[config.mk]
export PLATFORM = sky130hd
export DESIGN_NAME = clk_div_multi
export DESIGN_NICKNAME = d
export VERILOG_FILES = /design/src/rtl/clk_div_multi.sv
export SDC_FILE = /design/constraint.sdc
export NUM_CORES = 1
export LEC_CHECK = 0
export CORE_MARGIN = 2
export CORE_UTILIZATION = 62
export CTS_CLUSTER_SIZE = 40
export DETAILED_ROUTE_END_ITERATION = 12
export GPL_ROUTABILITY_DRIVEN = 0
export PLACE_DENSITY_LB_ADDON = 0.15
export SLEW_MARGIN = 20
export SYNTH_ARGS = -nofsm -noshare
export SYNTH_HDL_FRONTEND = slang
export SYNTH_SLANG_ARGS = --single-unit
[constraint.sdc]
create_clock -name clk -period 4.07 [get_ports clk]
set_input_delay 1.0175 -clock clk [delete_from_list [all_inputs] [get_ports clk]]
set_output_delay 1.0175 -clock clk [all_outputs]
set_load 0.03 [all_outputs]
[src/rtl/clk_div_multi.sv]
// clk_div_multi: independent programmable clock dividers whose shadowed configuration
// takes effect on the channel's next wrap, or at once while the channel is disabled.
module clk_div_multi #(
  parameter int CH = 4,
  parameter int CW = 25,
  parameter int DEFAULT_DIV = 25000000
) (
  input  logic          clk,
  input  logic          rst,
  input  logic [CH-1:0] en,
  input  logic          cfg_wr,
  input  logic [3:0]    cfg_ch,
  input  logic [CW-1:0] cfg_div,
  input  logic          cfg_mode,
  output logic [CH-1:0] out_clk,
  output logic [CH-1:0] tick,
  output logic [CH-1:0] cfg_pend,
  output logic          cfg_err
);
  localparam logic [CW-1:0] DDIV = CW'(DEFAULT_DIV);
  logic acc;
  assign acc = cfg_wr && (32'(cfg_ch) < 32'(CH)) && (cfg_div != '0);
  always_ff @(posedge clk or negedge rst)
    if (!rst) cfg_err <= 1'b0;
    else cfg_err <= cfg_wr && !acc;
  for (genvar i = 0; i < CH; i++) begin : g_ch
    logic [CW-1:0] cnt, div, sdiv;
    logic mode, smode, pend, o, t, wr, wrap;
    assign wr = acc && (cfg_ch == 4'(i));
    assign wrap = en[i] && (cnt == div - CW'(1));
    assign out_clk[i] = o;
    assign tick[i] = t;
    assign cfg_pend[i] = pend;
    // A mode change in either direction restarts the square wave from 0.
    always_ff @(posedge clk or negedge rst)
      if (!rst) begin
        cnt <= '0;
        div <= DDIV;
        sdiv <= DDIV;
        mode <= 1'b0;
        smode <= 1'b0;
        pend <= 1'b0;
        o <= 1'b0;
        t <= 1'b0;
      end else begin
        if (!en[i]) begin
          cnt <= '0;
          o <= 1'b0;
          t <= 1'b0;
        end else begin
          cnt <= wrap ? '0 : cnt + CW'(1);
          t <= wrap;
          if (wrap) o <= (mode || (pend && smode)) ? 1'b0 : ~o;
        end
        if (pend && (!en[i] || wrap)) begin
          div <= sdiv;
          mode <= smode;
          pend <= 1'b0;
        end
        if (wr) begin
          sdiv <= cfg_div;
          smode <= cfg_mode;
          pend <= 1'b1;
        end
      end
  end
endmodule

==> results_dict.tcl <==
set metrics [dict create \
    synth_nets 1606 \
    start_util_pct 62.5 \
    postCtsSetupBuffers 0 \
    relSlewSlack_pct 41.1 \
    rsz0062_at_grt "false" \
    leakage_nw 8.29 \
    areaGrowthSynthToFinish_pct 12.1 \
    power_mw 11.0 \
    cts_tree "done" \
    status "completed" \
    start_kind "register" \
    grtUsageTotal_pct 27.0 \
    die_h_um 171 \
    numCtsBuffers 35 \
    worstReg2RegEnd "g_ch[3].div[7]" \
    clkTransAtPathRegs_ns 0.06 \
    async_flop_share_pct 100 \
    syn_inst 1561 \
    synth_area_mm2 0.0173 \
    clock_latency_ns 0.51 \
    io_pins 50 \
    drt_iter0_drc 784 \
    ys_top_cells_by_area "dfrtp_1 (33%), dfstp_2 (15%), mux2_2 (10%)" \
    regToRegStartpoint "g_ch[3].div[0]" \
    clock_sinks 321 \
    synth_mux_area_share_pct 15.2 \
    dp_hpwl_um 26200 \
    path_max_fanout 26 \
    fmax_ghz 0.284 \
    crit_end "g_ch[3].div[7]" \
    r2r_slack_ns 0.55 \
    synth_compound_area_share_pct 5.74 \
    coreArea_mm2 0.0276 \
    rr_worst_depth 8 \
    yosysWarningCount 0 \
    synth-adder-area-share_pct 0.580 \
    post_cts_resized 0 \
    synth_seq_cells 321 \
    final_common_cell "dfrtp_1" \
    slew_viol_final 0 \
    routed_wl_um 37900 \
    crit_start "g_ch[3].div[0]" \
    skew_ns 0.00902 \
    cts_buffer_depth 3 \
    synth_edf_count 0 \
    hold_viol 0 \
    synth_xor_area_share_pct 10.3 \
    grt_max_degree 115 \
    yosysSeqAreaShare_pct 47.2 \
    hold_path.class "register to register" \
    die_w_um 171 \
    diodes 0 \
    min_period_ns 3.52 \
    viasPerCell 5.93 \
    drc 0 \
    drive_gt1_share_pct 25.3 \
    holdBufCountCts 0 \
    postRouteAntennaNets 0 \
    grt_pass1_vias 11700 \
    first_pass_iters 5 \
    clock-root-buffer "clkbuf_16" \
    grt_overflow 0 \
    finalSetupViolations 0 \
    required_ns 4.46 \
    cts-htree-levels 2 \
    synth_top_family_by_area "simple AND/OR/NAND/NOR gates" \
    tns_ns 0 \
    fin_crit_sh_pct 86.4 \
    worst_pin_slew_ns 0.883 \
    final_cell_mix "dfrtp_1 (225), mux2_2 (153), nor2_1 (140)" \
    fillers 2059 \
    end_kind "register" \
    peakVddDrop_v 0.000411 \
    avgSynthCellArea_um2 11.1 \
    dieArea_mm2 0.0292 \
    synthFlopType "dfrtp_1" \
    yosys.area.top_type "dfrtp_1" \
    yosys.area_share.simple_pct 17.8 \
    vias 11900 \
    nets 1653 \
    row_count 61 \
    placement.io_buffers 49 \
    synth.distinct_cells 82 \
    grt_pass1_wl_um 62500 \
    synth_top_area_share_pct 32.6 \
    arrival_ns 3.91 \
    antenna_found_initial 0 \
    power_density_mw_per_mm2 567 \
    wl_per_cell_um 18.8 \
    max_cap_viol_count 0 \
    critPathKind "register to register" \
]
## stage by stage
| stage | worst slack [ns] | std cells | util, % | cell area (um2) | hold slack [ns] |
|---|---|---|---|---|---|
| 6_report | 0.554 | 2012 | 70.1 | 19400 | 0.489 |
| 3_5_place_dp | 0.433 | 1949 | 65.8 | 18200 | 0.482 |
| 4_1_cts | 0.578 | 2012 | 70.1 | 19400 | 0.494 |
| 3_3_place_gp | 0.546 | 1949 | 65.8 | 18200 | 0.455 |
| 2_1_floorplan | 0.595 | 1561 | - | 17300 | 0.452 |
| 5_1_grt | 0.277 | 2012 | 70.1 | 19400 | 0.502 |
## cell usage after synthesis (13+ instances only)
library cell and instances:
nor3_1 51, nand3_1 56, a31oi_1 15, dfrtp_1 225, and3_1 28, mux2_4 38
nor4_1 34, dfstp_2 96, nand4_1 36, o21ai_0 20, nor2b_1 17, xor2_1 101
mux2_1 22, mux2_2 153, nand2b_1 13, nor2_1 140, xnor2_1 103, clkbuf_1 44
and2_1 31, buf_4 14, or3_1 16, nand3b_1 13, inv_1 32, nand2_1 67
## critical path, cell delays in order, from the launching register on
cell and delay (ns):
dfrtp_1 0.43, nor4_1 0.56, nand4_1 0.35, or4_1 0.59
o41ai_1 0.07, o22ai_1 0.15, o41a_1 0.46, nand2b_4 0.38
mux2_4 0.39
## sequential cells by signal (all words and copies together) (netlist names)
register / flops
g_ch.div: 100
g_ch.pend: 4
cfg_err: 1
g_ch.mode: 4
g_ch.sdiv: 100
g_ch.cnt: 100
g_ch.smode: 4
g_ch.t: 4
g_ch.o: 4
## cell type report
class	instances	area, um2	share of cell area [%]
clock buffers	43	978	5.05
inverters	32	120	0.621
flip-flops and latches	321	8150	42.1
multi-input cells	1129	8590	44.4
well taps	378	473	2.44
clock inverters	20	193	0.995
repair buffers	89	846	4.37
## routing by layer
| metal | part of all wire, % | up-vias | GRT usage [%] |
|---|---|---|---|
| met5 | 0 | - | 0 |
| met4 | 3.8 | 0 | 10.4 |
| met3 | 3.7 | 80 | 3.28 |
| met2 | 46 | 252 | 42.6 |
| met1 | 46 | 5929 | 38.5 |
| li1 | - | 5669 | - |
## worst min-delay path by stage
| stage | startpoint | to | slack, ns | cells after the start |
|---|---|---|---|---|
| 2_1_floorplan | g_ch[0].sdiv[10] | g_ch[0].div[10] | 0.45 | 1 |
| 3_3_place_gp | g_ch[0].sdiv[15] | g_ch[0].div[15] | 0.46 | 1 |
| 3_5_place_dp | g_ch[0].sdiv[17] | g_ch[0].div[17] | 0.48 | 1 |
| 4_1_cts | g_ch[0].sdiv[9] | g_ch[0].div[9] | 0.49 | 1 |
| 5_1_grt | g_ch[0].sdiv[9] | g_ch[0].div[9] | 0.50 | 1 |
| 6_report | g_ch[0].sdiv[9] | g_ch[0].div[9] | 0.49 | 1 |
## kinds of logic (layout without fill, tap and decap cells)
group,after synthesis,count (layout)
AO/OA/AOI/OAI,130,130
AND/OR/NAND/NOR,565,565
buffers and inverters,111,184
XOR/XNOR,204,204
flip-flops,321,321
adder cells (fa/ha/maj),8,8
multiplexers,222,222
## where the power goes
part,internal [mW],leakage (nW),switching [mW],total [mW]
logic,1.54,3.74,1.50,3.04
registers,3.97,3.98,0.764,4.74
clock network,1.86,0.570,1.34,3.20
total,7.37,8.29,3.61,11.0
No activity file was read; power rests on OpenSTA's default activity.
